File: src/rtl/ctrl_pipeline.sv
// ctrl_pipeline: configurable-depth control-bundle pipeline (decode -> E/M/W).
// Each stage has its own stall and flush. A stalled stage freezes every stage
// behind it, and a bubble is injected into the stage just ahead of it.
// Two saturating event counters are provided for hazard debugging.
module ctrl_pipeline #(
    parameter int WIDTH  = 16,
    parameter int STAGES = 3,
    parameter int CNT_W  = 16
) (
    input  logic                      clk,
    input  logic                      rst,
    input  logic [WIDTH-1:0]          in_ctrl,
    input  logic                      in_valid,
    input  logic [STAGES-1:0]         stall,
    input  logic [STAGES-1:0]         flush,
    output logic                      in_ready,
    output logic [STAGES*WIDTH-1:0]   out_ctrl,
    output logic [STAGES-1:0]         out_valid,
    output logic [CNT_W-1:0]          bubble_cnt,
    output logic [CNT_W-1:0]          squash_cnt
);

    logic [STAGES-1:0][WIDTH-1:0] ctrl_q;
    logic [STAGES-1:0]            valid_q;
    logic [STAGES-1:0]            estall;
    logic                         stall_acc;
    logic                         bubble_ev;
    logic                         squash_ev;
    logic [CNT_W-1:0]             bubble_q;
    logic [CNT_W-1:0]             squash_q;

    // Effective stall: a stall in any later stage freezes this one too.
    always_comb begin
        estall    = '0;
        stall_acc = 1'b0;
        for (int k = STAGES - 1; k >= 0; k--) begin
            stall_acc = stall_acc | stall[k];
            estall[k] = stall_acc;
        end
    end

    // Event detection: a stall bubble lands only in the stage right after the
    // oldest stalled stage, and only when that stage is not being flushed.
    always_comb begin
        bubble_ev = 1'b0;
        for (int k = 1; k < STAGES; k++) begin
            if (!flush[k] && !estall[k] && estall[k-1]) begin
                bubble_ev = 1'b1;
            end
        end
        squash_ev = |(flush & valid_q);
    end

    // Stage registers: reset, then flush, hold, load/bubble/copy in that order.
    always_ff @(posedge clk) begin
        if (rst) begin
            ctrl_q  <= '0;
            valid_q <= '0;
        end else begin
            if (flush[0]) begin
                ctrl_q[0]  <= '0;
                valid_q[0] <= 1'b0;
            end else if (!estall[0]) begin
                ctrl_q[0]  <= in_valid ? in_ctrl : '0;
                valid_q[0] <= in_valid;
            end
            for (int k = 1; k < STAGES; k++) begin
                if (flush[k]) begin
                    ctrl_q[k]  <= '0;
                    valid_q[k] <= 1'b0;
                end else if (estall[k]) begin
                    ctrl_q[k]  <= ctrl_q[k];
                    valid_q[k] <= valid_q[k];
                end else if (estall[k-1]) begin
                    ctrl_q[k]  <= '0;
                    valid_q[k] <= 1'b0;
                end else begin
                    ctrl_q[k]  <= ctrl_q[k-1];
                    valid_q[k] <= valid_q[k-1];
                end
            end
        end
    end

    // Saturating debug counters, cleared only by reset.
    always_ff @(posedge clk) begin
        if (rst) begin
            bubble_q <= '0;
            squash_q <= '0;
        end else begin
            if (bubble_ev && (bubble_q != '1)) begin
                bubble_q <= bubble_q + CNT_W'(1);
            end
            if (squash_ev && (squash_q != '1)) begin
                squash_q <= squash_q + CNT_W'(1);
            end
        end
    end

    assign in_ready   = ~estall[0] & ~rst;
    assign out_ctrl   = ctrl_q;
    assign out_valid  = valid_q;
    assign bubble_cnt = bubble_q;
    assign squash_cnt = squash_q;

endmodule

File: config.mk
export PLATFORM = sky130hd
export DESIGN_NAME = ctrl_pipeline
export DESIGN_NICKNAME = d
export VERILOG_FILES = /design/src/rtl/ctrl_pipeline.sv
export SDC_FILE = /design/constraint.sdc
export NUM_CORES = 1
export LEC_CHECK = 0
export ABC_AREA = 1
export BUFFER_PORTS_ARGS = -buffer_cell sky130_fd_sc_hd__buf_4
export CORE_MARGIN = 5
export CORE_UTILIZATION = 52
export CTS_CLUSTER_SIZE = 28
export DETAILED_ROUTE_END_ITERATION = 12
export PLACE_DENSITY_LB_ADDON = 0.1
export SYNTH_ARGS = -nofsm -noshare
export SYNTH_HDL_FRONTEND = slang
export SYNTH_SLANG_ARGS = --single-unit
File: constraint.sdc
create_clock -name clk -period 1.8 [get_ports clk]
set_input_delay 0 -clock clk [delete_from_list [all_inputs] [get_ports clk]]
set_output_delay 0 -clock clk [all_outputs]
set_load 0.005 [all_outputs]
[Word-level counts from Yosys, hierarchy flattened]
Cells that the tools add are included.
Storage, ports and cells
  register bits after elaboration: 83
  latch bits: 0
  memory bits (writable): 0
  bits in read-only memories: 0
  logic and storage cells: 39
  memories: 0
Cells by class
  $add $sub $neg: 2
  multipliers: 0
  divide/modulo/power cells: 0
  order comparisons: 0
  equal/unequal tests: 2
  shifts and indexed selects: 0
  mux-type cells: 7
  bitwise gates (word level): 6
  reductions and logical operators: 14
Operators with widths (count)
  2-to-1 mux 16 bit: 3
  adder 16 x 1 -> 16 bit (second input constant): 2
  != test 16 bit (second input constant): 2
  logical AND 1 bit: 6
  OR reduction 2 bit: 3
  logical NOT 1 bit: 4
  2-to-1 mux 1 bit: 4
  bitwise AND 3 bit: 1
  OR reduction 3 bit: 1
  inverter 1 bit: 2
  OR 1 bit: 2
  bitwise AND 1 bit: 1

[Depth between registers and ports, before layout]
Gate-level depths: netlist of run 1.
  word-level depth: 7
  gate-level depth with buffers: 9

[Least setup slack after synthesis of run 1]
OpenSTA, ideal clock, no wires.
  kind: register to register
  from: reg squash_q[0], in the netlist squash_cnt[0]
  to: reg squash_q[3], in the netlist squash_cnt[3]
  arrival time: 1324 ps
  required time: 1682 ps
  setup slack: 358 ps
  stages on the path, launching flop included: 9
  path buffers: 0
  period minus slack after synthesis: 1442 ps
  cell sequence: dfxtp_1 ha_1 nand2_1 nor2_2 nand2_2 nor2_8 nor2_1 o21ai_0 nor2_1
Between the ends
  word-level cells in the longest chain between the ends: 2
  elaborated cells between the ends (all ways): 3
  classes of those cells: add/sub (1); eq/ne (1); reduce/logical (1)
RTL lines
  from (decl): RTL line 30  | logic [CNT_W-1:0] squash_q;
  from (signal assigned): RTL line 95  | squash_q <= squash_q + CNT_W'(1);
  parallel branches: the longest is 2 deep, another holds adder 16 x 1 -> 16 bit
Parallel ways; which one is timed is not known.
A chain may end at the register's enable or synchronous reset.

[Final worst setup path of run 1]
  from: reg squash_q[0], in the netlist squash_cnt[0]
  to: reg squash_q[2], in the netlist squash_cnt[2]
The elaborated chain is that of the path after synthesis.

==> run_results.csv, run 1 <==
group,metric,value,unit
run_status,status,"completed",
sta,layout_min_cycle_time,1.59,ns
power,netSwitchingFraction,0.258,
clock_network,cts_buffer_depth,2,
clock_network,tritoncts,"built",
cells_and_area,fillers,580,
synth,synth_fa_ha_area_frac,0.00672,
grt,grt_max_degree,36,
sta,slew_violations,0,
grt,grt_pass1_wl,16.0,mm
synth,yosys.area_share.simple,0.362,
synth,synthXorXnorAreaFrac,0.00706,
power,p_total,0.00332,W
floorplanning,die_x,94.6,um
clock_network,cts-resized-gates,0,
floorplanning,io-pin-count,109,
synth,syn_nets,552,
clock_network,clock_latency,0.34,ns
route,vias,3790,
synth,ys_warn_count,0,
route,wl_per_cell,13.0,um
sta,finalSetupTns,0,ns
power,peakVddDrop,0.444,mV
clock_network,cts_sinks,83,
synth,synth_top_family_by_area,"simple AND/OR/NAND/NOR gates",
clock_network,cts_hold_buffers,23,
min_path,hold_class,"in2reg",
synth,muxShareOfSynthArea,0,
synth,yosys.area.top_type_share,0.446,
power,power_frac_comb,0.068,
clock_network,clkTransAtPathRegs,0.09,ns
route,vias_per_cell,5.07,
setup_path,crit_type,"reg2reg",
power,p_per_area,671,mW/mm^2
setup_path,path_max_fanout,8,
cells_and_area,diodes,0,
synth,yosys.area.top_type,"dfxtp_1",
route,first_pass_iters,4,
sta,hold_violations,0,
route,first_iter_violations,128,
route,drt_wl_total,9.74,mm
sta,worst_pin_slew,0.567,ns
cells_and_area,syn_to_final_growth,32.7,%
power,p_int,0.00246,W
clock_network,postCtsSetupRepairBufs,0,
run,maxCapViolations,0,
synth,synth_most_common_cell,"nand2_1",
floorplanning,rows,30,
synth,synthCells,525,
grt,track_usage,0.223,
setup_path,crit_path_end_kind,"register",
synth,synth_enable_flop_cells,0,
cells_and_area,num-nets-final,674,
grt,globalRouteOverflowTotal,0,
power,switchingPower,0.000855,W
synth,syn-mean-instance-area,7.09,sq um
power,clkPwrFrac,0.374,
power,leakagePower,2.01,nW
synth,synth_flop_cell,"dfxtp_1",
clock_network,cts_buffers,9,
sta,fin_skew,0.0133,ns
synth,synth_cell_types,32,
sta,whs,0.0230,ns
setup_path,cp.arrival,1.82,ns
sta,rsz0062_at_grt,"false",
sta,final-setup-viol-count,0,
synth,synth_top_cells_by_area,"dfxtp_1 45%, nand2_1 17%, a21oi_1 9.3%",
synth,synth_seq_cells,83,
grt,grt_pass1_vias,3485,
synth,synth_compound_area_frac,0.114,
floorplanning,die_h,94.6,um
clock_network,root_buffer,"clkbuf_8",
place,gp_congestion,0.851,
synth,yosysSeqAreaShare,0.446,
sta,relSlewSlack,0.621,
setup_path,cp-start-kind,"register",
route,drc_errors,0,
power,pwr-share-seq,0.558,
floorplanning,dieArea,0.00895,sq mm
place,numPortBuffers,108,
setup_path,required,2.03,ns
floorplanning,initial_core_util,0.542,
grt,antenna_found_initial,0,
sta,fin_crit_sh,0.881,
route,ant_nets,0,
floorplanning,placeableCoreArea,0.00687,sq mm
synth,ys_async_sr_fraction,0,
synth,yosys-top-cells-count,"169 x nand2_1, 83 x dfxtp_1, 71 x nor2_1",
place,hpwl,6.87,mm
synth,synth_area,0.00372,sq mm
sta,max_freq,0.631,GHz
clock_network,htreeDepth,3,
cells_and_area,layout-drive-gt1-share,0.230,
cells in the final DEF (no fill, tap or decap), types with 2 or more instances in the layout:
master / count
nand2_1: 169
buf_4: 109
dfxtp_1: 83
nor2_1: 71
a21oi_1: 69
nand3_1: 38
dlygate4sd3_1: 23
inv_1: 22
clkbuf_8: 9
nand2_2: 6
o21ai_0: 6
inv_6: 5
nand4_1: 5
a31oi_1: 5
nor2_8: 3
nor2_4: 3
nor2_2: 3
nor3_1: 3
or2_2: 2
inv_2: 2
xnor2_1: 2
nand3_2: 2
o21ai_1: 2
ha_1: 2
clkinvlp_4: 2
state kept, by name, indices dropped and copies added, names as in the netlist:
register / flops
out_ctrl: 48
squash_cnt: 16
out_valid: 3
bubble_cnt: 16
power by group through the flow:
stage | logic, W | registers (W) | clock network, W
after floorplan | 0.000114 | 0.00189 | 0
after global placement | 0.000181 | 0.00189 | 0
after detailed placement | 0.000183 | 0.00189 | 0
after CTS | 0.000223 | 0.00185 | 0.00126
after global routing | 0.000249 | 0.00185 | 0.00135
final | 0.000226 | 0.00185 | 0.00124
cell type report:
| type | count | area (sq um) | area share |
|---|---|---|---|
| Multi-Input combinational cell | 395 | 1830 | 0.370 |
| Sequential cell | 83 | 1660 | 0.336 |
| Timing Repair Buffer | 132 | 1050 | 0.212 |
| Clock buffer | 9 | 124 | 0.0251 |
| Tap cell | 96 | 120 | 0.0243 |
| Inverter | 26 | 105 | 0.0213 |
| Clock inverter | 7 | 55.1 | 0.0111 |
kinds of logic after synthesis:
group,after synthesis
fa+ha+maj,2
buf+inv,47
xor+xnor,3
compound gates,83
flops,83
simple gates,307
critical path: stages, from the launching register on:
cell and delay [ns]:
dfxtp_1 0.39, ha_1 0.22, nand2_1 0.09, nor2_2 0.19, nand2_2 0.14, nor2_8 0.19
nor2_4 0.07, a21oi_1 0.13, nor2_1 0.05
metal layers:
metal  vias to the layer above  routed length [um]  global-route usage
li1                       1943                   -                   -
met1                      1711                4030               0.269
met2                       117                4800               0.378
met3                        19                 704              0.0614
met4                         0                 207              0.0853
met5                         -                   0                   0
per-stage QoR:
step                cell area, sq um  worst slack (ns)  instances   util
detailed placement              4530             0.233        709  0.660
finish                          4940             0.214        748  0.719
global route                    4940            0.0640        748  0.719
floorplan                       3720             0.358        525      -
global placement                4530             0.313        709  0.660
CTS                             4940             0.208        748  0.719
final timing paths:
check | startpoint | end | slack [ns] | cells past startpoint
setup / recovery | squash_cnt[0] | squash_cnt[2] | 0.21 | 8
hold / removal | stall[2] | out_ctrl[33] | 0.02 | 3
setup reg to reg | squash_cnt[0] | squash_cnt[2] | 0.21 | 8
hold reg to reg | out_ctrl[35] | out_ctrl[35] | 0.46 | 2
Power figures use the tool's default switching activity.
==> run 2, diff against run 1 <==
CELL_PAD_IN_SITES_DETAIL_PLACEMENT = 0   (was unset)
CELL_PAD_IN_SITES_GLOBAL_PLACEMENT = 2   (was unset)
CORE_UTILIZATION = 28   (was 52)
REMOVE_ABC_BUFFERS = 1   (was unset)
==> run 2 against run 1 <==
Compared with the run above:
- register-to-register slack about the same
- sequential share of layout area fell by 1.5 points
- worst setup slack lost 0.013 ns
- critical path depth decreased by 1
- core utilization fell by 33 points
- non-clock buffer count shrank 2
- final cell count is 10% higher
- final area grew 4.7%
- global-route usage is 7.6 points lower
- critical path type unchanged
- flip-flop and latch count stayed put
- clock power is 65% higher
==> run_results.csv, run 2 (synthesized netlist as in run 1, its figures left out) <==
group,metric,value,unit
place,gp_congestion,0.779,
run,maxCapViolations,0,
floorplanning,dieArea,0.0157,sq mm
min_path,hold_class,"in2reg",
floorplanning,io-pin-count,109,
sta,relSlewSlack,0.549,
floorplanning,rows,42,
cells_and_area,final_common_cell,"nand2_1",
floorplanning,die_h,125,um
clock_network,cts_sinks,83,
floorplanning,die_x,125,um
setup_path,path_buf_inv,0,
power,clkPwrFrac,0.494,
place,dp.cells,793,
setup_path,cpMostUsedCell,"nand2_1",
grt,grt_pass1_vias,3631,
setup_path,path_max_fanout,16,
setup_path,cp-start-kind,"register",
cells_and_area,fin_cells,826,
sta,final-setup-viol-count,0,
sta,finalSetupTns,0,ns
clock_network,cts_buffers,9,
clock_network,postCtsSetupRepairBufs,0,
cells_and_area,largest_reg_flops,48,
setup_path,path_cells,"ha_1 -> nand3_1 -> nor2_1 -> nand2_2 -> nand2_1 -> nand2_1 -> a21oi_1",
setup_path,r2r_end,"bubble_cnt[3]",
sta,hold_violations,0,
cells_and_area,num-nets-final,672,
place,numPortBuffers,108,
cells_and_area,layout_common_cells,"169 x nand2_1, 112 x buf_4, 83 x dfxtp_1, 71 x nor2_1, 69 x a21oi_1",
setup_path,slowest_delay,0.40,ns
cells_and_area,diodes,0,
floorplanning,initial_core_util,0.283,
min_path,hold_start,"stall[0]",
setup_path,reg2reg_depth,7,
min_path,hold_end,"out_ctrl[17]",
sta,layout_min_cycle_time,1.60,ns
power,p_per_area,797,mW/mm^2
clock_network,clkTransAtPathRegs,0.06,ns
setup_path,crit_path_end_kind,"register",
route,first_iter_violations,177,
sta,fin_crit_sh,0.888,
run_status,status,"completed",
route,first_pass_iters,4,
cells_and_area,final_core_util,0.394,
clock_network,root_buffer,"clkbuf_16",
place,postPlaceCellArea,0.00467,sq mm
route,ant_nets,0,
cells_and_area,syn_to_final_growth,39.0,%
grt,antenna_found_initial,0,
setup_path,reg2reg_from,"bubble_cnt[1]",
power,pwr-share-seq,0.449,
sta,slew_violations,0,
setup_path,required,2.08,ns
sta,rsz0062_at_grt,"false",
setup_path,reg2reg_slack,0.20,ns
setup_path,path_delay_family,"simple AND/OR/NAND/NOR gates",
route,vias,3737,
route,drc_errors,0,
sta,worst_pin_slew,0.675,ns
sta,max_freq,0.625,GHz
power,switchingPower,0.000954,W
place,hpwl,8.09,mm
cells_and_area,design_area,0.00517,sq mm
clock_network,clock_latency,0.34,ns
route,wl_per_cell,13.8,um
sta,fin_skew,0.00541,ns
power,power_frac_comb,0.057,
clock_network,cts_buffer_depth,2,
grt,globalRouteOverflowTotal,0,
clock_network,htreeDepth,3,
min_path,min_path_cells,4,
setup_path,cp.arrival,1.87,ns
power,leakagePower,2.08,nW
route,drt_wl_total,11.4,mm
clock_network,tritoncts,"built",
power,p_total,0.00412,W
floorplanning,placeableCoreArea,0.0131,sq mm
grt,grt_max_degree,29,
power,peakVddDrop,0.369,mV
cells_and_area,layout-drive-gt1-share,0.237,
power,netSwitchingFraction,0.231,
setup_path,crit_type,"reg2reg",
grt,grt_pass1_wl,18.6,mm
grt,track_usage,0.147,
setup_path,cp_slowest_cell,"dfxtp_1",
route,vias_per_cell,4.52,
power,p_int,0.00317,W
## run 2: per-layer routing
metal  part of all wire  global-route usage  vias up
li1                   -                   -     1934
met4              0.018              0.0568        0
met3              0.063              0.0452       13
met2               0.47               0.246       80
met5                  0                   0        -
met1               0.45               0.178     1710
## run 2: cell type report
class                           count  area (sq um)
Inverter                           26           105
Fill cell                        1430          7970
Clock buffer                        9           225
Sequential cell                    83          1660
Timing Repair Buffer              130          1030
Tap cell                          176           220
Multi-Input combinational cell    395          1830
Clock inverter                      7          98.8
## run 2: power groups by stage
stage	combinational (W)	sequential, W	clock [W]
6_report	0.000234	0.00185	0.00204
3_5_place_dp	0.000210	0.00189	0
5_1_grt	0.000260	0.00185	0.00218
2_1_floorplan	0.0000843	0.00189	0
4_1_cts	0.000240	0.00185	0.00211
3_3_place_gp	0.000208	0.00189	0
## run 2: worst register-to-register path, stage by stage, from the launching register on
cell and delay [ns]:
dfxtp_1 0.40, ha_1 0.22, nand3_1 0.12, nor2_1 0.17, nand2_2 0.25, nand2_1 0.19
nand2_1 0.06, a21oi_1 0.13
## run 2: repair_timing
| item | in CTS | in global routing |
|---|---|---|
| endpoints found under the setup margin | 0 | 1 |
| hold endpoints to repair | 20 | 0 |
| gates resized for setup | 0 | 1 |
| hold buffers | 17 | 0 |
## run 2: how the worst max path moves through the flow
stage | startpoint | endpoint | slack [ns] | cells after the start
2_1_floorplan | squash_cnt[0] | squash_cnt[3] | 0.36 | 8
3_3_place_gp | squash_cnt[1] | squash_cnt[2] | 0.28 | 8
3_5_place_dp | squash_cnt[1] | squash_cnt[13] | 0.24 | 6
4_1_cts | bubble_cnt[1] | bubble_cnt[3] | 0.22 | 7
5_1_grt | bubble_cnt[1] | bubble_cnt[14] | 0.007 | 9
6_report | bubble_cnt[1] | bubble_cnt[3] | 0.20 | 7
## run 2: stage by stage
step | hold WS, ns | setup WS (ns)
final | 0.0253 | 0.201
after global routing | 0.0404 | 0.00661
after CTS | 0.0177 | 0.223
after detailed placement | 0.267 | 0.245
after global placement | 0.261 | 0.283
after floorplan | 0.0311 | 0.358
